`src/rtl/clock_set_controller.sv`:
```
// clock_set_controller
//   Front-panel control stage of the alarm clock. Synchronises and debounces
//   the four raw push-buttons, runs the set-mode state machine, and generates
//   the single-cycle adjust pulses (with auto-repeat) and the gated seconds
//   enable for the time and alarm counters downstream.
//
// Ports
//   clk, reset                 system clock, asynchronous active-high reset
//   sample_tick                one-clk debounce sample strobe
//   sec_tick                   one-clk 1 Hz strobe
//   btn_mode/up/down/sel       raw asynchronous buttons, active-high
//   mode[2:0]                  0 RUN, 1 SET_MIN, 2 SET_HR, 3 ALM_MIN, 4 ALM_HR
//   sec_en                     seconds-counter enable (registered)
//   tmin_*/thr_*/amin_*/ahr_*  registered one-clk adjust pulses
//   alarm_arm                  alarm armed flag
module clock_set_controller #(
    parameter int DB_SAMPLES = 4,
    parameter int RPT_DELAY  = 100,
    parameter int RPT_PERIOD = 20,
    parameter int TIMEOUT    = 30
) (
    input  logic       clk,
    input  logic       reset,
    input  logic       sample_tick,
    input  logic       sec_tick,
    input  logic       btn_mode,
    input  logic       btn_up,
    input  logic       btn_down,
    input  logic       btn_sel,
    output logic [2:0] mode,
    output logic       sec_en,
    output logic       tmin_up,
    output logic       tmin_dn,
    output logic       thr_up,
    output logic       thr_dn,
    output logic       amin_up,
    output logic       amin_dn,
    output logic       ahr_up,
    output logic       ahr_dn,
    output logic       alarm_arm
);
    localparam logic [2:0] RUN     = 3'd0;
    localparam logic [2:0] SET_MIN = 3'd1;
    localparam logic [2:0] SET_HR  = 3'd2;
    localparam logic [2:0] ALM_MIN = 3'd3;
    localparam logic [2:0] ALM_HR  = 3'd4;

    localparam int NUM_BTN = 4;  // 0 mode, 1 sel, 2 up, 3 down

    localparam logic [3:0] DB_LAST = 4'(DB_SAMPLES - 1);
    localparam logic [7:0] RPT_D   = 8'(RPT_DELAY);
    localparam logic [7:0] RPT_P   = 8'(RPT_PERIOD);
    localparam logic [5:0] TO_CNT  = 6'(TIMEOUT);

    logic [NUM_BTN-1:0] raw;
    logic [NUM_BTN-1:0] lvl;
    logic [NUM_BTN-1:0] lvl_d;
    logic [NUM_BTN-1:0] rpt;
    logic [NUM_BTN-1:0] hold;
    logic [NUM_BTN-1:0] ev_nxt;
    logic [NUM_BTN-1:0] ev;
    logic               conflict;

    logic [2:0] mode_nxt;
    logic       arm_nxt;
    logic [7:0] adj;
    logic [7:0] adj_nxt;
    logic [5:0] idle;
    logic [5:0] idle_nxt;
    logic [1:0] ud;

    assign raw      = {btn_down, btn_up, btn_sel, btn_mode};
    assign conflict = lvl[3] & lvl[2];
    // mode/sel never auto-repeat: their repeat counters are held at 0 for good.
    // up/down counters are held while both are down together.
    assign hold     = {conflict, conflict, 2'b11};

    // Per-button synchroniser, debouncer and repeat counter.
    for (genvar i = 0; i < NUM_BTN; i++) begin : g_btn
        logic [1:0] sync;
        logic [3:0] db_cnt;
        logic       level;
        logic [7:0] rpt_cnt;
        logic [7:0] rpt_inc;
        logic [7:0] rpt_tgt;
        logic       rpt_run;
        logic       rpt_hit;

        assign rpt_inc = rpt_cnt + 8'd1;
        // First repeat waits RPT_DELAY ticks, later ones RPT_PERIOD ticks.
        assign rpt_tgt = rpt_run ? RPT_P : RPT_D;
        assign rpt_hit = sample_tick & level & ~hold[i] & (rpt_inc == rpt_tgt);
        assign lvl[i]  = level;
        assign rpt[i]  = rpt_hit;

        always_ff @(posedge clk or posedge reset) begin
            if (reset) begin
                sync   <= '0;
                db_cnt <= '0;
                level  <= 1'b0;
            end else begin
                sync <= {sync[0], raw[i]};
                // sync[1] is the registered value, so a tick that coincides
                // with a synchroniser change sees the old level.
                if (sample_tick) begin
                    if (sync[1] == level) begin
                        db_cnt <= '0;
                    end else if (db_cnt == DB_LAST) begin
                        level  <= sync[1];
                        db_cnt <= '0;
                    end else begin
                        db_cnt <= db_cnt + 4'd1;
                    end
                end
            end
        end

        always_ff @(posedge clk or posedge reset) begin
            if (reset) begin
                rpt_cnt <= '0;
                rpt_run <= 1'b0;
            end else if (!level || hold[i]) begin
                rpt_cnt <= '0;
                rpt_run <= 1'b0;
            end else if (sample_tick) begin
                if (rpt_hit) begin
                    rpt_cnt <= '0;
                    rpt_run <= 1'b1;
                end else begin
                    rpt_cnt <= rpt_inc;
                end
            end
        end
    end

    // Press = debounced rising edge; up/down presses are dropped on conflict.
    assign ev_nxt = ((lvl & ~lvl_d) | rpt) & ~{conflict, conflict, 2'b00};

    always_comb begin
        mode_nxt = mode;
        arm_nxt  = alarm_arm;
        adj_nxt  = '0;
        idle_nxt = idle;
        ud       = ev[2] ? 2'b10 : 2'b01;

        // Priority mode > sel > up/down; lower-priority events are discarded.
        if (ev[0]) begin
            mode_nxt = (mode >= ALM_HR) ? RUN : mode + 3'd1;
        end else if (ev[1]) begin
            if (mode == RUN) arm_nxt  = ~alarm_arm;
            else             mode_nxt = RUN;
        end else if (ev[2] | ev[3]) begin
            case (mode)
                SET_MIN: adj_nxt[7:6] = ud;
                SET_HR:  adj_nxt[5:4] = ud;
                ALM_MIN: adj_nxt[3:2] = ud;
                ALM_HR:  adj_nxt[1:0] = ud;
                default: ;
            endcase
        end

        // Idle timeout: any event or state change restarts it; frozen in RUN.
        if (mode == RUN || ev != '0 || mode_nxt != mode) begin
            idle_nxt = '0;
        end else if (sec_tick) begin
            if (idle + 6'd1 == TO_CNT) begin
                mode_nxt = RUN;
                idle_nxt = '0;
            end else begin
                idle_nxt = idle + 6'd1;
            end
        end
    end

    always_ff @(posedge clk or posedge reset) begin
        if (reset) begin
            lvl_d     <= '0;
            ev        <= '0;
            mode      <= RUN;
            alarm_arm <= 1'b0;
            adj       <= '0;
            idle      <= '0;
            sec_en    <= 1'b0;
        end else begin
            lvl_d     <= lvl;
            ev        <= ev_nxt;
            mode      <= mode_nxt;
            alarm_arm <= arm_nxt;
            adj       <= adj_nxt;
            idle      <= idle_nxt;
            // Time is frozen while it is being set.
            sec_en    <= sec_tick & (mode != SET_MIN) & (mode != SET_HR);
        end
    end

    assign {tmin_up, tmin_dn, thr_up, thr_dn, amin_up, amin_dn, ahr_up, ahr_dn} = adj;

endmodule

```
`config.mk`:
```
export PLATFORM = sky130hd
export DESIGN_NAME = clock_set_controller
export DESIGN_NICKNAME = d
export VERILOG_FILES = /design/src/rtl/clock_set_controller.sv
export SDC_FILE = /design/constraint.sdc
export NUM_CORES = 1
export LEC_CHECK = 0
export BUFFER_PORTS_ARGS = -buffer_cell sky130_fd_sc_hd__buf_2
export CAP_MARGIN = 0
export CORE_MARGIN = 5
export CORE_UTILIZATION = 55
export DETAILED_ROUTE_END_ITERATION = 10
export MAX_ROUTING_LAYER = met4
export PLACE_DENSITY = 0.81
export SLEW_MARGIN = 20
export SYNTH_ARGS = -nofsm -noshare
export SYNTH_HDL_FRONTEND = slang
export SYNTH_SLANG_ARGS = --single-unit
```
`constraint.sdc`:
```
create_clock -name clk -period 6.85 [get_ports clk]
set_input_delay 1.0275 -clock clk [delete_from_list [all_inputs] [get_ports clk]]
set_output_delay 1.0275 -clock clk [all_outputs]
set_load 0.03 [all_outputs]
```
## After elaboration in Yosys (flattened, before gate mapping)

Index checks and enable logic that the tools add are counted.

| cells by class | value |
|---|---|
| equality and inequality tests | 18 |
| magnitude comparators | 1 |
| bitwise gates (word level) | 22 |
| reductions and logical operators | 20 |
| add/sub/neg operators | 8 |
| muxes and demuxes | 40 |

Operator list:

| cell | count |
|---|---|
| 2-to-1 mux 8 bit | 9 |
| 2-to-1 mux 4 bit | 8 |
| 2-to-1 mux 3 bit | 7 |
| 2-to-1 mux 6 bit | 3 |
| adder 4 x 1 -> 4 bit, second input constant | 4 |
| adder 8 x 1 -> 8 bit, second input constant | 2 |
| == test 4 x 2 -> 1 bit, second input constant | 4 |
| == test 8 x 7 -> 1 bit | 2 |
| AND reduction 3 bit | 5 |
| 2-to-1 mux 7 bit | 2 |
| 2-to-1 mux 2 bit | 5 |
| nonzero test 2 bit | 5 |
| bitwise AND 1 bit | 9 |
| bitwise AND 4 bit | 2 |
| inverter 4 bit | 2 |
| inverter 1 bit | 7 |
| adder 6 x 1 -> 6 bit, second input constant | 1 |
| == test 3 x 2 -> 1 bit, second input constant | 2 |
| == test 6 x 5 -> 1 bit, second input constant | 1 |
| 2-to-1 mux 1 bit | 6 |
| == test 1 bit | 4 |
| logical OR 1 bit | 4 |
| bitwise OR 4 bit | 1 |
| AND reduction 2 bit | 2 |
| other kinds (11) | 12 |

| word-level totals | value |
|---|---|
| output and inout bits | 13 |
| input port bits | 8 |
| logic and storage cells | 132 |
| register bits | 73 |

## Depth between registers and ports, before layout

Gate-level depths: netlist of run 1.

| logic depth | value |
|---|---|
| depth after elaboration | 7 |
| depth in mapped cells | 8 |
| depth with buffers taken out | 8 |

## Worst setup path after synthesis of run 1

OpenSTA, ideal clock, no wires.

| path | value |
|---|---|
| path type | input to register |
| from | input port sample_tick |
| to | register g_btn[1].level |
| buffers on the path | 1 |
| data required time | 6725 ps |
| path slack | 4875 ps |
| arrival time | 1850 ps |
| stages on the path | 3 |
| library setup time | 125 ps |
| cells stage by stage | clkbuf_1 -> nor4b_1 -> mux2_2 |

| between the ends | value |
|---|---|
| cells in the longest elaborated chain, start to end | 1 |

RTL lines:

| item | line | source |
|---|---|---|
| start: declaration | 24 | `input logic sample_tick,` |
| AND reduction 3 bit (no line) | n/a |  |
| end signal: assignment | 109 | `level <= sync[1];` |
| end: declaration | 82 | `logic level;` |

No other way between the ends.
A chain may end at the register's enable or synchronous reset.

==> results of run 1 <==
==> metrics by stage <==
| step | utilization [%] | setup slack, ns |
|---|---|---|
| 6_report | 61.04 | 4.517 |
| 5_1_grt | 61.04 | 4.357 |
| 4_1_cts | 61.04 | 4.539 |
| 3_5_place_dp | 57.64 | 4.178 |
| 3_3_place_gp | 57.64 | 4.320 |
| 2_1_floorplan | - | 3.969 |
==> area by class of cell <==
type                    instances  area, um2  share of cell area [%]
clock inverters                 5      77.57                   1.891
repair buffers                 21      107.6                   2.624
inverters                      23      86.33                   2.105
multi-input cells             268       1752                   42.71
flip-flops and latches         73       1827                   44.54
clock buffers                  11      151.4                   3.691
well taps                      80      100.1                   2.441
==> how the worst max path moves through the flow <==
stage                      from            endpoint  slack (ns)  depth (start not counted)
floorplan                 reset              adj[0]        3.97                          1
global placement    sample_tick  g_btn[2].db_cnt[3]        4.32                          4
detailed placement  sample_tick  g_btn[2].db_cnt[3]        4.18                          4
CTS                 sample_tick  g_btn[2].db_cnt[3]        4.54                          4
global route        sample_tick  g_btn[2].db_cnt[3]        4.36                          4
finish              sample_tick  g_btn[2].db_cnt[3]        4.52                          4
==> where the power goes <==
group	total, mW	switching (mW)	leakage [nW]	internal (mW)
registers	0.600	0.0873	0.968	0.512
clock network	0.377	0.153	0.115	0.224
logic	0.306	0.192	0.738	0.114
total	1.28	0.433	1.82	0.850
==> worst max-delay path, delay by kind of cell <==
family | cells | cell delay, ns
simple gates | 1 | 0.45
buf+inv | 1 | 0.61
compound gates | 2 | 0.49
==> synthesized netlist by cell type (3+ instances only) <==
cell	instances
nand3b_1	7
mux2i_1	5
nand3_1	22
o41ai_1	3
nand4_1	5
buf_2	6
ha_1	14
a32oi_1	3
o221ai_1	3
and3_1	5
nor4b_1	4
a221oi_1	3
a21oi_1	16
o311ai_0	4
o21ai_1	5
o21ai_0	16
xnor2_1	4
a31oi_1	6
and2_1	9
nor2b_1	5
a21o_1	4
nand2b_1	10
nand2_1	41
xor2_1	11
or3_1	6
mux2_2	4
inv_1	23
dfrtp_1	73
clkbuf_1	9
nor2_1	25
==> metal layers <==
layer | GRT usage [%] | vias to the layer above | wire, um
met3 | 3.574 | 16 | 245
met2 | 28.46 | 56 | 3361
li1 | - | 1373 | -
met1 | 21.78 | 1328 | 3157
met4 | 8.168 | 0 | 112
met5 | - | - | 0
==> sequential cells by signal, indices dropped and copies added (netlist names) <==
signal / count
g_btn.rpt_cnt: 16
ev: 4
g_btn.sync: 8
mode: 3
adj: 8
g_btn.rpt_run: 2
sec_en: 1
lvl_d: 4
g_btn.db_cnt: 16
alarm_arm: 1
idle: 6
g_btn.level: 4
==> cells by family after synthesis <==
group           Yosys count  synth area share [%]
compound gates           79                 14.45
fa+ha+maj                14                 4.684
mux                       9                 2.543
simple gates            151                 21.65
xor+xnor                 15                 3.513
buf+inv                  39                 4.316
flops                    73                 48.85
==> reports/qor.csv, run 1 <==
stage,metric,value,unit
final_layout,drive_gt1_share,12.47,%
global_routing,grt_use_total,17.79,%
timing,hold_viol_final,0,
die,io_pins,21,
detailed_routing,vias,2773,
clock_tree,cts_resized,0,
setup_path,arrival,2.58,ns
die,die_area,8549,um2
detailed_routing,route.detailed.drc,0,
setup_path,rrSetupSlack,4.69,ns
clock_tree,cts_num_sinks,73,
setup_path,critPathSlowestCell,buf_2,
clock_tree,cts-root-buf,clkbuf_8,
min_path,hold_path.class,reg2reg,
place,post-dp-hpwl,4598,um
die,core_area,6719,um2
final_layout,layout.cells.non_filler,481,
clock_tree,postCtsHoldBufs,0,
power,pwr_density_cell,312.7,nW/um2
power,ir_worst_vdd,183.1,uV
final_layout,nets,418,
synth,syn_nets,402,
synth,yosysTopAreaCell,dfrtp_1,
job,cap_viol_max_count,0,
final_layout,fillCellCount,551,
timing,finalCriticalPeriod,2.333,ns
clock_tree,cts_max_path_buffers,2,
synth,yosys.cell_types.count,53,
setup_path,r2r-start,g_btn[2].rpt_cnt[0],
detailed_routing,drtAntennaViolNets,0,
final_layout,most-common-layout-cells,"dfrtp_1 (73), nand2_1 (41), nor2_1 (25)",
global_routing,grt_overflow,0,
clock_tree,clk-insertion-delay-late,0.34,ns
synth,synth_area_per_cell,9.842,um2
place,place_inst,465,
timing,max_slew.worst_pin.slew,0.8943,ns
detailed_routing,drt-initial-drc-count,219,
clock_tree,htree_levels,3,
synth,yosys_warnings,0,
global_routing,grt_pass1_vias,2686,
setup_path,crit_type,in2reg,
setup_path,r2r_cells,7,
detailed_routing,routed_via_density,5.765,
place,io_buffers,20,
final_layout,design_area,4101,um2
clock_tree,cts_tree,yes,
synth,synth_top_area_share,48.85,%
synth,synthFlopType,dfrtp_1,
final_layout,layout_commonest_cell,dfrtp_1,
min_path,hold_path_depth,0,
synth,ys_seq_elements,73,
timing,period_share,34.06,%
timing,setup_viol,0,
final_layout,area_growth,9.669,%
setup_path,cp-start-kind,primary input,
die,rows,30,
setup_path,critPathMaxFanout,51,
setup_path,reg2reg_to,g_btn[2].rpt_cnt[0],
synth,synth_edf_count,0,
timing,drv_slew,0,
power,leakagePower,1.822,nW
timing,worst_clock_skew,0.006202,ns
detailed_routing,first_pass_iters,4,
final_layout,diodes,0,
place,post_dp_cell_area,3872,um2
synth,ys_seq_area_share,48.85,%
synth,synth_area_leaders,"dfrtp_1 (49%), ha_1 (4.7%), nand2_1 (4.1%)",
die,die_x,92.46,um
clock_tree,clk_pin_slew,0.07,ns
clock_tree,post_cts_buffers,0,
outcome,status,completed,
clock_tree,numCtsBuffers,9,
global_routing,grt_pass1_wl,12100,um
timing,hold_slack,0.3445,ns
setup_path,slowest_delay,0.61,ns
detailed_routing,routed_wl,6877,um
synth,synth_cells,380,
timing,max_slew_margin,40.38,%
power,finalPower,1.283,mW
detailed_routing,wl_per_cell,14.30,um
die,dieHeight,92.46,um
timing,fin_setup_tns,0,ns
synth,postSynth.asyncResetShare,100.0,%
global_routing,grt_max_degree,74,
die,initial_core_util,55.66,%
setup_path,path_cells,buf_2 > o311ai_0 > or3_1 > o221ai_1,
synth,synthesis.area,3740,um2
min_path,min_from,g_btn[1].sync[0],
min_path,min_to,g_btn[1].sync[1],
global_routing,antenna_found_initial,0,
setup_path,cp.required,7.10,ns
timing,rsz0062_at_grt,false,
timing,fmax,428.6,MHz
setup_path,end_kind,flip-flop,
place,place.gp.congestion,0.8860,
(Power assumes the default switching activity.)
==> run 2: changes to the inputs <==
==> constraint.sdc (replaced) <==
create_clock -name clk -period 2.44 [get_ports clk]
set_input_delay 0.366 -clock clk [delete_from_list [all_inputs] [get_ports clk]]
set_output_delay 0.366 -clock clk [all_outputs]
set_load 0.03 [all_outputs]
==> run 2 against run 1 <==
  * Non-clock buffer count is 3 higher
  * Global-route usage is 0.14 points lower
  * Core utilization is 0.71 points higher
  * Sequential power grew to 2.8 times the previous value
  * First-iteration DRC count is 30% lower
  * Critical path depth is 3 higher
  * Largest power group unchanged
  * Critical endpoint is now g_btn[2].rpt_cnt[4]
  * Die area stayed put
  * Final cell count is 0.42% higher
  * Clock-buffer cell count is 1 lower
==> reports/qor.csv, run 2 (synthesized netlist as in run 1, its figures left out) <==
stage,metric,value,unit,change
timing,max_slew.worst_pin.slew,0.5945,ns,was 0.8943 ns
setup_path,path_cells,ha_1 > and3_1 > or3_1 > o211ai_1 > o211ai_2 > nand3b_1 > a31oi_1,,was buf_2 > o311ai_0 > or3_1 > o221ai_1
setup_path,rrSetupSlack,0.32,ns,was 4.69 ns
detailed_routing,drt-initial-drc-count,153,,was 219
final_layout,top_regs,"g_btn.db_cnt x16, g_btn.rpt_cnt x16",,unchanged
detailed_routing,first_pass_iters,4,,unchanged
final_layout,nets,421,,was 418
power,switching_share,32.81,%,was 33.73%
setup_path,r2r_cells,7,,unchanged
timing,finalCriticalPeriod,2.117,ns,
die,dieHeight,92.46,um,unchanged
global_routing,grt_overflow,0,,unchanged
power,pwr-share-comb,23.5,%,was 23.8%
power,p_int,2.465,mW,was 0.8499 mW
global_routing,grt_max_degree,37,,was 74
power,leakagePower,1.848,nW,was 1.822 nW
clock_tree,cts_resized,0,,unchanged
die,rows,30,,unchanged
power,clockPowerShare,30.9,%,was 29.4%
power,power_switching,1.203,mW,was 0.4326 mW
clock_tree,htree_levels,3,,unchanged
clock_tree,clk_pin_slew,0.08,ns,was 0.07 ns
outcome,status,completed,,unchanged
setup_path,end_kind,flip-flop,,unchanged
setup_path,critPathSlowestCell,dfrtp_1,,was buf_2
detailed_routing,routed_wl,6577,um,was 6877 um
setup_path,critPathMaxFanout,11,,was 51
final_layout,drive_gt1_share,12.90,%,was 12.47%
place,place_inst,468,,was 465
power,p_seq_share,45.6,%,was 46.8%
clock_tree,cts-root-buf,clkbuf_8,,unchanged
timing,drv_slew,0,,unchanged
final_layout,layout_commonest_cell,dfrtp_1,,unchanged
final_layout,layout.cells.non_filler,483,,was 481
place,io_buffers,20,,unchanged
setup_path,critPathTopFamily,simple AND/OR/NAND/NOR gates,,was buffers and inverters
final_layout,area_growth,10.94,%,was 9.669%
setup_path,cp-start-kind,flip-flop,,was primary input
timing,fmax,472.3,MHz,
die,core_area,6719,um2,unchanged
place,place.gp.congestion,0.9133,,was 0.8860
clock_tree,post_cts_buffers,0,,unchanged
job,cap_viol_max_count,0,,unchanged
timing,rsz0062_at_grt,false,,unchanged
die,initial_core_util,55.66,%,unchanged
die,die_x,92.46,um,unchanged
setup_path,worstSetupStartpoint,g_btn[2].rpt_cnt[0],,was sample_tick
timing,period_share,86.78,%,
clock_tree,postCtsHoldBufs,0,,unchanged
detailed_routing,wl_per_cell,13.62,um,was 14.30 um
clock_tree,clk-insertion-delay-late,0.34,ns,about the same
setup_path,crit_path_end,g_btn[2].rpt_cnt[4],,was g_btn[2].db_cnt[3]
global_routing,grt_pass1_wl,11940,um,"was 12,100 um"
timing,hold_viol_final,0,,unchanged
setup_path,slowest_delay,0.48,ns,was 0.61 ns
final_layout,diodes,0,,unchanged
global_routing,grt_pass1_vias,2730,,"was 2,686"
setup_path,crit_type,reg2reg,,was in2reg
setup_path,cp.required,2.66,ns,was 7.10 ns
min_path,hold_path.class,in2async,,was reg2reg
detailed_routing,route.detailed.drc,0,,unchanged
timing,max_slew_margin,59.86,%,was 40.38%
setup_path,reg2reg_to,g_btn[2].rpt_cnt[4],,was g_btn[2].rpt_cnt[0]
timing,setup_viol,0,,unchanged
power,ir_worst_vdd,461.1,uV,was 183.1 uV
detailed_routing,vias,2777,,"was 2,773"
place,post-dp-hpwl,4560,um,was 4598 um
setup_path,critPathBufInv,0,,was 1
detailed_routing,routed_via_density,5.749,,was 5.765
clock_tree,cts_max_path_buffers,2,,unchanged
final_layout,fillCellCount,558,,was 551
timing,worst_clock_skew,0.007286,ns,was 0.006202 ns
clock_tree,numCtsBuffers,9,,unchanged
die,die_area,8549,um2,unchanged
setup_path,r2r-start,g_btn[2].rpt_cnt[0],,unchanged
die,io_pins,21,,unchanged
final_layout,most-common-layout-cells,"dfrtp_1 (73), nand2_1 (41), nor2_1 (25)",,unchanged
timing,fin_setup_tns,0,ns,unchanged
global_routing,antenna_found_initial,0,,unchanged
power,pwr_density_cell,884.1,nW/um2,was 312.7 nW/um2
clock_tree,cts_tree,yes,,unchanged
global_routing,grt_use_total,17.65,%,was 17.79%
detailed_routing,drtAntennaViolNets,0,,unchanged
clock_tree,cts_num_sinks,73,,unchanged
setup_path,cp_num_cells,7,,was 4
setup_path,arrival,2.33,ns,was 2.58 ns
## run 2: power groups by stage
| stage | Combinational [mW] | Sequential [mW] | Clock, mW |
|---|---|---|---|
| detailed placement | 0.864 | 1.69 | 0 |
| CTS | 0.874 | 1.67 | 1.16 |
| global route | 0.994 | 1.71 | 1.21 |
| global placement | 0.833 | 1.68 | 0 |
| finish | 0.862 | 1.67 | 1.13 |
| floorplan | 0.601 | 1.72 | 0 |
## run 2: through the flow
step	worst slack (ns)	utilization (%)	hold slack, ns	area [um2]	total power, mW
6_report	0.3226	61.75	0.07386	4149	3.668
3_3_place_gp	0.4083	58.16	0.3341	3908	2.513
4_1_cts	0.3346	61.75	0.08683	4149	3.701
2_1_floorplan	0.2207	-	0.3312	3740	2.325
3_5_place_dp	0.3313	58.16	0.3370	3908	2.555
5_1_grt	0.1818	61.75	0.1113	4149	3.916
## run 2: final cells by class
cell class	instances	area, um2	share of cell area [%]
well taps	80	100.1	2.413
clock inverters	5	103.9	2.503
flip-flops and latches	73	1827	44.03
clock buffers	10	137.6	3.317
inverters	23	86.33	2.081
repair buffers	24	142.6	3.438
multi-input cells	268	1752	42.22
## run 2: routing by layer
metal	vias up	track usage (%)	part of all wire [%]
li1	1378	-	-
met1	1345	21.67	47
met2	45	28.70	48
met3	9	3.412	3.4
met4	0	7.302	1.6
met5	-	-	0
## run 2: worst min path at each step
stage                          start                  to  slack [ns]  cells past startpoint
floorplan           g_btn[0].sync[0]    g_btn[0].sync[1]        0.33                      0
global placement    g_btn[0].sync[0]    g_btn[0].sync[1]        0.33                      0
detailed placement  g_btn[0].sync[0]    g_btn[0].sync[1]        0.34                      0
CTS                            reset  g_btn[3].db_cnt[0]        0.09                      2
global route                btn_down    g_btn[3].sync[0]        0.11                      1
finish                         reset  g_btn[3].db_cnt[0]        0.07                      2
